$ cat src/rtl/seg7_pkg.sv
// Shared types, segment table and BCD helpers for the 7-seg scanner.
// Build option SEG7_LZ_BLANK_EN selects leading-zero blanking in the top.
package seg7_pkg;

  typedef logic [6:0] seg_t;
  typedef logic [3:0] bcd_t;

  typedef enum logic [1:0] {
    IDLE,
    CONV,
    LOAD
  } state_t;

  localparam int   BCD_W     = 16;
  localparam int   BCD_MAX   = 9999;
  localparam seg_t SEG_BLANK = 7'h7F;

  // active-low, bit6=g .. bit0=a
  localparam seg_t SEG_LUT [10] = '{
    7'b1000000,
    7'b1111001,
    7'b0100100,
    7'b0110000,
    7'b0011001,
    7'b0010010,
    7'b0000010,
    7'b1111000,
    7'b0000000,
    7'b0010000
  };

  function automatic seg_t seg_encode(
    input bcd_t d
  );
    seg_t s;
    if (d > 4'd9) s = SEG_LUT[0];
    else          s = SEG_LUT[d];
    return s;
  endfunction

  function automatic logic [BCD_W-1:0] bcd_add3(
    input logic [BCD_W-1:0] b
  );
    logic [BCD_W-1:0] r;
    r = b;
    for (int i = 0; i < BCD_W / 4; i++) begin
      if (b[4*i +: 4] >= 4'd5)
        r[4*i +: 4] = b[4*i +: 4] + 4'd3;
    end
    return r;
  endfunction

endpackage

$ cat src/rtl/seg7_scan_ctrl_if.sv
// Valid/ready value port into the 7-seg scan controller.
// Master is the application datapath, slave is seg7_scan_ctrl.
interface seg7_scan_ctrl_if #(
  parameter int DATA_W = 14
);

  logic [DATA_W-1:0] val_in;
  logic              val_valid;
  logic              val_ready;

  modport master (
    output val_in,
    output val_valid,
    input  val_ready
  );

  modport slave (
    input  val_in,
    input  val_valid,
    output val_ready
  );

endinterface

$ cat src/rtl/bin2bcd_seq.sv
// Sequential shift-add-3 binary to BCD converter, one bit per cycle.
// Saturates inputs above 9999 and flags them through sat.
module bin2bcd_seq
  import seg7_pkg::*;
#(
  parameter int DATA_W = 14
) (
  input  logic              clk,
  input  logic              rst_n,
  input  logic [DATA_W-1:0] in_val,
  input  logic              in_valid,
  output logic              in_ready,
  output logic              load,
  output logic [BCD_W-1:0]  bcd,
  output logic              sat
);

  localparam int CW = $clog2(DATA_W + 1);
  localparam logic [DATA_W-1:0] MAX_V =
    DATA_W'(BCD_MAX);

  state_t            state_q, state_d;
  logic [DATA_W-1:0] bin_q, bin_d;
  logic [BCD_W-1:0]  bcd_q, bcd_d;
  logic [CW-1:0]     cnt_q, cnt_d;
  logic              sat_q, sat_d;
  logic              ready_q, ready_d;
  logic              load_q, load_d;
  logic              over;

  assign over = in_val > MAX_V;

  always_comb begin
    state_d = state_q;
    bin_d   = bin_q;
    bcd_d   = bcd_q;
    cnt_d   = cnt_q;
    sat_d   = sat_q;
    unique case (state_q)
      IDLE: begin
        if (in_valid) begin
          bin_d   = over ? MAX_V : in_val;
          sat_d   = over;
          bcd_d   = '0;
          cnt_d   = '0;
          state_d = CONV;
        end
      end
      CONV: begin
        {bcd_d, bin_d} =
          {bcd_add3(bcd_q), bin_q} << 1;
        cnt_d = cnt_q + 1'b1;
        if (cnt_q == CW'(DATA_W - 1))
          state_d = LOAD;
      end
      LOAD: begin
        state_d = IDLE;
      end
      default: begin
        state_d = IDLE;
      end
    endcase
    ready_d = state_d == IDLE;
    load_d  = state_d == LOAD;
  end

  always_ff @(posedge clk or negedge rst_n) begin
    if (!rst_n) begin
      state_q <= IDLE;
      bin_q   <= '0;
      bcd_q   <= '0;
      cnt_q   <= '0;
      sat_q   <= 1'b0;
      ready_q <= 1'b1;
      load_q  <= 1'b0;
    end else begin
      state_q <= state_d;
      bin_q   <= bin_d;
      bcd_q   <= bcd_d;
      cnt_q   <= cnt_d;
      sat_q   <= sat_d;
      ready_q <= ready_d;
      load_q  <= load_d;
    end
  end

  assign in_ready = ready_q;
  assign load     = load_q;
  assign bcd      = bcd_q;
  assign sat      = sat_q;

endmodule

$ cat src/rtl/seg7_scan_ctrl.sv
// 4-digit 7-seg controller: BCD conversion, display latch, digit scan.
// Define SEG7_LZ_BLANK_EN to blank leading zeros on digits 1..3.
module seg7_scan_ctrl
  import seg7_pkg::*;
#(
  parameter int DATA_W      = 14,
  parameter int DIGITS      = 4,
  parameter int REFRESH_DIV = 100000
) (
  input  logic              clk,
  input  logic              rst_n,
  seg7_scan_ctrl_if.slave   bus,
  output logic [DIGITS-1:0] an,
  output seg_t              cathode,
  output logic              ovf
);

  localparam int PW = $clog2(REFRESH_DIV);
  localparam int IW = $clog2(DIGITS);

  logic [BCD_W-1:0]  conv_bcd;
  logic              conv_load;
  logic              conv_sat;
  logic              conv_ready;

  logic [BCD_W-1:0]  disp_q, disp_d;
  logic              ovf_q, ovf_d;
  logic [PW-1:0]     pre_q, pre_d;
  logic [IW-1:0]     idx_q, idx_d;
  logic [DIGITS-1:0] an_q, an_d;
  seg_t              cath_q, cath_d;
  logic              last;
  logic              blank;
  bcd_t              digit;

  bin2bcd_seq #(
    .DATA_W (DATA_W)
  ) u_conv (
    .clk      (clk),
    .rst_n    (rst_n),
    .in_val   (bus.val_in),
    .in_valid (bus.val_valid),
    .in_ready (conv_ready),
    .load     (conv_load),
    .bcd      (conv_bcd),
    .sat      (conv_sat)
  );

  assign bus.val_ready = conv_ready;

`ifdef SEG7_LZ_BLANK_EN
  logic [DIGITS-1:0] lz;
  logic              zrun;

  // lz[k] set when digits k..top are all zero
  always_comb begin
    lz   = '0;
    zrun = 1'b1;
    for (int k = DIGITS - 1; k >= 1; k--) begin
      zrun  = zrun && (disp_q[4*k +: 4] == 4'd0);
      lz[k] = zrun;
    end
    blank = lz[idx_q];
  end
`else
  assign blank = 1'b0;
`endif

  always_comb begin
    disp_d = conv_load ? conv_bcd : disp_q;
    ovf_d  = conv_load ? conv_sat : ovf_q;

    last  = pre_q == PW'(REFRESH_DIV - 1);
    pre_d = last ? '0 : pre_q + 1'b1;
    idx_d = idx_q;
    if (last)
      idx_d = (idx_q == IW'(DIGITS - 1)) ?
              '0 : idx_q + 1'b1;

    digit  = disp_q[{idx_q, 2'b00} +: 4];
    an_d   = blank ? '1 :
             ~(DIGITS'(1) << idx_q);
    cath_d = blank ? SEG_BLANK :
             seg_encode(digit);
  end

  always_ff @(posedge clk or negedge rst_n) begin
    if (!rst_n) begin
      disp_q <= '0;
      ovf_q  <= 1'b0;
      pre_q  <= '0;
      idx_q  <= '0;
      an_q   <= '1;
      cath_q <= SEG_BLANK;
    end else begin
      disp_q <= disp_d;
      ovf_q  <= ovf_d;
      pre_q  <= pre_d;
      idx_q  <= idx_d;
      an_q   <= an_d;
      cath_q <= cath_d;
    end
  end

  assign an      = an_q;
  assign cathode = cath_q;
  assign ovf     = ovf_q;

endmodule
$ cat src/flat_wrapper.sv
// flat-port wrapper written by rule: the top's interface ports become plain ports
module seg7_scan_ctrl_flat import seg7_pkg::*;
#(
  parameter int DATA_W      = 14,
  parameter int DIGITS      = 4,
  parameter int REFRESH_DIV = 100000
)
  (clk, rst_n, an, cathode, ovf, bus_val_in, bus_val_valid, bus_val_ready);
  seg7_scan_ctrl_if #(.DATA_W(DATA_W)) bus_i ();
  input  logic clk;
  input  logic rst_n;
  output logic [DIGITS-1:0] an;
  output seg_t cathode;
  output logic ovf;
  input wire logic [$bits(bus_i.val_in)-1:0] bus_val_in;
  input wire logic [$bits(bus_i.val_valid)-1:0] bus_val_valid;
  output wire logic [$bits(bus_i.val_ready)-1:0] bus_val_ready;
  assign bus_i.val_in = bus_val_in;
  assign bus_i.val_valid = bus_val_valid;
  assign bus_val_ready = bus_i.val_ready;
  seg7_scan_ctrl #(.DATA_W(DATA_W), .DIGITS(DIGITS), .REFRESH_DIV(REFRESH_DIV)) u_core (.clk(clk), .rst_n(rst_n), .bus(bus_i), .an(an), .cathode(cathode), .ovf(ovf));
endmodule
$ cat config.mk
export PLATFORM = sky130hd
export DESIGN_NAME = seg7_scan_ctrl_flat
export DESIGN_NICKNAME = d
export VERILOG_FILES = /design/src/rtl/seg7_pkg.sv /design/src/rtl/seg7_scan_ctrl_if.sv /design/src/rtl/bin2bcd_seq.sv /design/src/rtl/seg7_scan_ctrl.sv /design/src/flat_wrapper.sv
export SDC_FILE = /design/constraint.sdc
export NUM_CORES = 1
export LEC_CHECK = 0
export CAP_MARGIN = 0
export CORE_MARGIN = 1
export CORE_UTILIZATION = 48
export DETAILED_ROUTE_END_ITERATION = 6
export GPL_TIMING_DRIVEN = 1
export PLACE_DENSITY = 0.74
export SLEW_MARGIN = 10
export SYNTH_ARGS = -nofsm -noshare
export SYNTH_HDL_FRONTEND = slang
export SYNTH_SLANG_ARGS = --single-unit
$ cat constraint.sdc
create_clock -name clk -period 2.4 [get_ports clk]
set_clock_uncertainty 0.05 [all_clocks]
set_input_delay 0.24 -clock clk [delete_from_list [all_inputs] [get_ports clk]]
set_output_delay 0.24 -clock clk [all_outputs]
set_load 0.05 [all_outputs]
After elaboration in Yosys (flattened, before gate mapping):

Memories as Yosys holds them, arrays and structs flattened.
Cells that the tools add are included.

* bits in read-only memories: 112
* output and inout bits: 13
* input bits: 17
* word-level logic and storage cells: 62
* register bits after elaboration: 86
* memories: 1

Memory list
* (no name shown): words 16, width 7, read ports 1, clocked after memory_dff 0, wr ports 0, RTL line seg7_pkg.sv:37 `else s = SEG_LUT[d];`

* reduce and logical (&&, ||, !) cells: 5
* multiplexer cells: 19
* magnitude comparators: 7
* shifts and indexed selects: 2
* eq/ne operators: 6
* bitwise operators: 2
* add/sub/neg operators: 7

Operators with widths (number)
* case mux 16 bit (2 select lines): 1
* two-way mux 14 bit: 2
* case mux 14 bit (2 select lines): 1
* two-way mux 7 bit: 3
* adder 17 x 1 -> 17 bit (second input constant): 1
* == test 17 bit (second input constant): 1
* two-way mux 17 bit: 1
* >= comparator 4 x 3 -> 1 bit (second input constant): 4
* two-way mux 16 bit: 1
* two-way mux 4 bit: 4
* indexed part select 16 x 5 -> 4 bit: 1
* > comparator 14 bit (second input constant): 1
* adder 4 x 2 -> 4 bit (second input constant): 3
* case mux 4 bit (2 select lines): 1
* two-way mux 2 bit: 3
* >= comparator 5 bit (second input constant): 1
* inverter 4 -> 5 bit: 1
* adder 4 x 1 -> 4 bit (second input constant): 1
* == test 2 bit (second input constant): 2
* == test 4 bit (second input constant): 1
* > comparator 4 bit (second input constant): 1
* logical NOT 2 bit: 2
* inverter 4 bit: 1
* case mux 2 bit (2 select lines): 1
* other kinds (8): 9

Longest topological paths before layout:

* word-level depth: 6
* mapped depth: 8
* depth with buffers taken out: 7

Cells and area by module:

Synthesis repeated with hierarchy kept, for this count alone.

* cell total of the unflattened synthesis: 376
* area, all modules: 4275.4 um^2

By module, submodules not included
* seg7_scan_ctrl: area each 2143.3 um^2, times used 1, sequential area each 1189.9 um^2, cells an instance 166
* bin2bcd_seq: area each 2132.0 um^2, times used 1, sequential area each 977.2 um^2, cells an instance 210

Least setup slack after synthesis:

Ideal clock, no wire load.

* kind: reg-to-reg
* start point: reg u_core.idx_q[0]
* end point: reg u_core.cath_q[6], in the netlist u_core.cathode[6]
* data required time: 2273 ps
* cell stages (with the launch flop): 9
* data arrival time: 1731 ps
* setup slack: 542 ps
* cells stage by stage: dfrtp_1 -> buf_6 -> mux4_1 -> inv_1 -> ha_1 -> nor2_1 -> a21oi_2 -> o21ai_1 -> o21a_1

* cells in the longest elaborated chain, start to end: 6
* elaborated cells on any way between the ends: 7
* those cells by class: order compare: 1; shift: 1; mux: 3; bitwise: 1; memory: 1

RTL lines
* from (decl): RTL line seg7_scan_ctrl.sv:29 `logic [IW-1:0] idx_q, idx_d;`
* from (signal assigned): RTL line seg7_scan_ctrl.sv:99 `idx_q <= idx_d;`
* indexed part select 16 x 5 -> 4 bit *: RTL line seg7_scan_ctrl.sv:80 `digit = disp_q[{idx_q, 2'b00} +: 4];`
* inverter 4 -> 5 bit (implied by the code): RTL line seg7_pkg.sv:37
* memory read (16 x 7 bit)
* two-way mux 7 bit (implied by the code) (2 in series): RTL line seg7_pkg.sv:37
* two-way mux 7 bit *: RTL line seg7_pkg.sv:36 `if (d > 4'd9) s = SEG_LUT[0];`
* named net u_core.cath_d[6]: RTL line seg7_scan_ctrl.sv:31 `seg_t cath_q, cath_d;`
* to (signal assigned): RTL line seg7_scan_ctrl.sv:101 `cath_q <= cath_d;`
* to (decl): RTL line seg7_scan_ctrl.sv:31

The timed path passes the listed nets; every way through them passes the cells marked *. The select of a mux whose other input is x is not followed.
A chain may end at the register's enable or synchronous reset.

Worst setup path in the final report:

Same ends and word-level chain as after synthesis.

==> results.toml <==
[final_layout]
nets = 417
num_antenna_cells = 0
ff_latch_area_um2 = 2170
layout_common_cells = "dfrtp_1, clkdlybuf4s50_1, nor2_1"
final_common_cell = "dfrtp_1"
fillCellCount = 652
multi_input_area_um2 = 1700
post-route-util = 0.589
drive_gt1_frac = 0.168
areaGrowthSynthToFinish_pct = 15.8
final_area_um2 = 4650

[clocking]
cts_buffers = 9
clkSinkCount = 86
cts_root_buf = "clkbuf_8"
clock_path_buffers = 2
cts_tree = "done"
clk_pin_slew_ps = 90
cts_resized = 0
h-tree-depth = 3
clk_latency_ps = 350

[setup_path]
path_cells = "mux4_1 -> inv_1 -> ha_1 -> nor2_1 -> a21oi_2 -> o21ai_1 -> o21a_1"
worst_ep_arrival_time_ps = 2300
crit_type = "reg -> reg"
worst_path_largest_cell_delay_ps = 680
crit_fanout = 9
worstSetupStartpointType = "flop"
required_ps = 2640
critPathSlowestCell = "mux4_1"
cp-end-kind = "flop"

[yosys]
synth_nets = 380
netlist_area_um2 = 4010
synth.avg_cell_area_um2 = 11.7
synth_warnings = 0
yosysUniqueCellTypes = 47
ys_ff_latch = 86
ys_seq_area_frac = 0.540
synthCells = 344

[placement]
gp_congestion = 0.837
place_area_um2 = 4420
port_buffers = 29
dp_hpwl_mm = 5.16
place_ws_ps = 345

[detailed_routing]
drtIter0Drc = 110
vias_per_cell = 5.51
drc = 0
ant_nets = 0
routedWlPerCell_um = 15.0
vias = 2690
first_pass_iters = 4
wl_mm = 7.34

[grt]
grt_overflow = 0
grt_pass1_wl_mm = 12.7
grt_max_degree = 45
grt_usage = 0.190
antenna_found_initial = 0
grt_pass1_vias = 2720

[die]
dieWidth_um = 93.4
start_util = 0.509
dieHeight_um = 93.4
rows = 32
core-area_um2 = 7890
die_area_um2 = 8730
io_pins = 30

[power]
power_w = 0.00554
leakagePower_nw = 2.08
pwr_density_cell_nw_per_um2 = 1190
peakVddDrop_uv = 811

[sta]
min_period_over_period = 0.860
worst_slew_pin_slew_ps = 701
fin_setup_tns_ps = 0
fin_ws_ps = 336
max_freq_mhz = 485
finalMaxSlewViolations = 0
period_needed_ps = 2060
finalSetupViolCount = 0
grt_setup_unrepaired = "false"
finalHoldViolations = 0
worst_slew_margin_rel = 0.533

[outcome]
status = "finished clean"

[run]
max_cap_violations = 0

[hold_path]
hold_path_class = "in -> async"
-- metal layers --
metal	vias up	share of wire	global-route usage
li1	1295	-	-
met1	1335	0.45	0.233
met2	48	0.50	0.330
met3	12	0.029	0.0366
met4	0	0.018	0.0769
met5	-	0	0
-- Yosys cell counts, drive strengths merged --
library cell / n / area share
mux2i: 2 / 0.0050
o31ai: 5 / 0.0094
nor2: 24 / 0.022
dfrtp: 74 / 0.46
o21a: 1 / 0.0019
inv: 21 / 0.020
a211oi: 1 / 0.0019
o22ai: 12 / 0.019
o21ba: 1 / 0.0025
and3: 2 / 0.0031
a22o: 7 / 0.015
mux2: 22 / 0.062
nor2b: 2 / 0.0031
a21oi: 7 / 0.0097
nand3: 9 / 0.011
o221ai: 1 / 0.0022
mux4: 4 / 0.024
clkbuf: 3 / 0.0028
buf: 10 / 0.015
xor2: 9 / 0.020
nand2b: 6 / 0.011
and4: 2 / 0.0044
nand4: 7 / 0.011
a32o: 4 / 0.010
a21o: 6 / 0.011
o32ai: 3 / 0.0065
ha: 19 / 0.059
nor3b: 2 / 0.0050
nor4: 5 / 0.0078
or3: 1 / 0.0016
dfstp: 12 / 0.079
o211ai: 1 / 0.0019
nand2: 21 / 0.020
o21ai: 22 / 0.027
nor3: 3 / 0.0050
xnor2: 12 / 0.026
nor4bb: 1 / 0.0025
-- sequential cells by signal, indices dropped and copies added (netlist names) --
register	count
u_core.pre_q	17
u_core.disp_q	16
u_core.u_conv.bcd	16
u_core.u_conv.bin_q	14
u_core.cathode	7
u_core.an	4
u_core.u_conv.cnt_q	4
u_core.idx_q	2
u_core.u_conv.state_q	2
u_core.ovf	1
u_core.u_conv.in_ready	1
u_core.u_conv.load	1
u_core.u_conv.sat	1
-- cell families (layout without fill, tap and decap cells) --
kind of cell | Yosys count | count (layout) | share of synthesized area
AOI/OAI and AO/OA | 71 | 71 | 0.118
xor gates and xnor gates | 21 | 21 | 0.0458
adders and majority gates | 19 | 19 | 0.0592
buffers and inverters | 34 | 76 | 0.0374
DFF | 86 | 86 | 0.540
muxes | 28 | 28 | 0.0911
and+or+nand+nor | 85 | 85 | 0.108
-- cell type report --
type / count / share of cell area
clock buffer: 10 / 0.0275
clock inverter: 6 / 0.0186
inverter: 21 / 0.0170
multi-input combinational: 224 / 0.365
sequential: 86 / 0.466
tap: 102 / 0.0275
timing repair buffer: 39 / 0.0786
-- what timing repair did --
action,in CTS,in global routing
hold buffers,1,0
hold endpoints to repair,40,0
setup buffers,0,0
-- worst max-delay path, delay by kind of cell, from the launching register on --
kind                     cells  cell delay [ps]
multiplexers                 1              680
flip-flops                   1              550
AO/OA/AOI/OAI                3              340
adder cells (fa/ha/maj)      1              190
buffers and inverters        1              110
AND/OR/NAND/NOR              1               70
-- path summary, 6_finish.rpt --
check | start | end | slack, ps | cells past startpoint
max | u_core.idx_q[0] | u_core.cathode[6] | 340 | 7
min | rst_n | u_core.disp_q[12] | 360 | 2
max reg2reg | u_core.idx_q[0] | u_core.cathode[6] | 340 | 7
min reg2reg | u_core.u_conv.bin_q[13] | u_core.u_conv.bcd[0] | 440 | 2
max in group asynchronous | rst_n | u_core.u_conv.bin_q[0] | 1250 | 3
min in group clk | u_core.u_conv.bin_q[13] | u_core.u_conv.bcd[0] | 440 | 2
-- power by group --
part	internal, W	leakage (nW)	total (W)	switching [W]
clock	0.000585	0.106	0.00109	0.000507
combinational	0.000988	0.907	0.00214	0.00115
sequential	0.00197	1.07	0.00230	0.000338
-- through the flow --
| step | hold slack, ps | instances |
|---|---|---|
| 2_1_floorplan | -106 | 344 |
| 6_report | 364 | 488 |
| 5_1_grt | 423 | 488 |
| 4_1_cts | 380 | 488 |
| 3_3_place_gp | 215 | 471 |
| 3_5_place_dp | 218 | 471 |
Note: power is estimated with default switching activity, not from simulation.
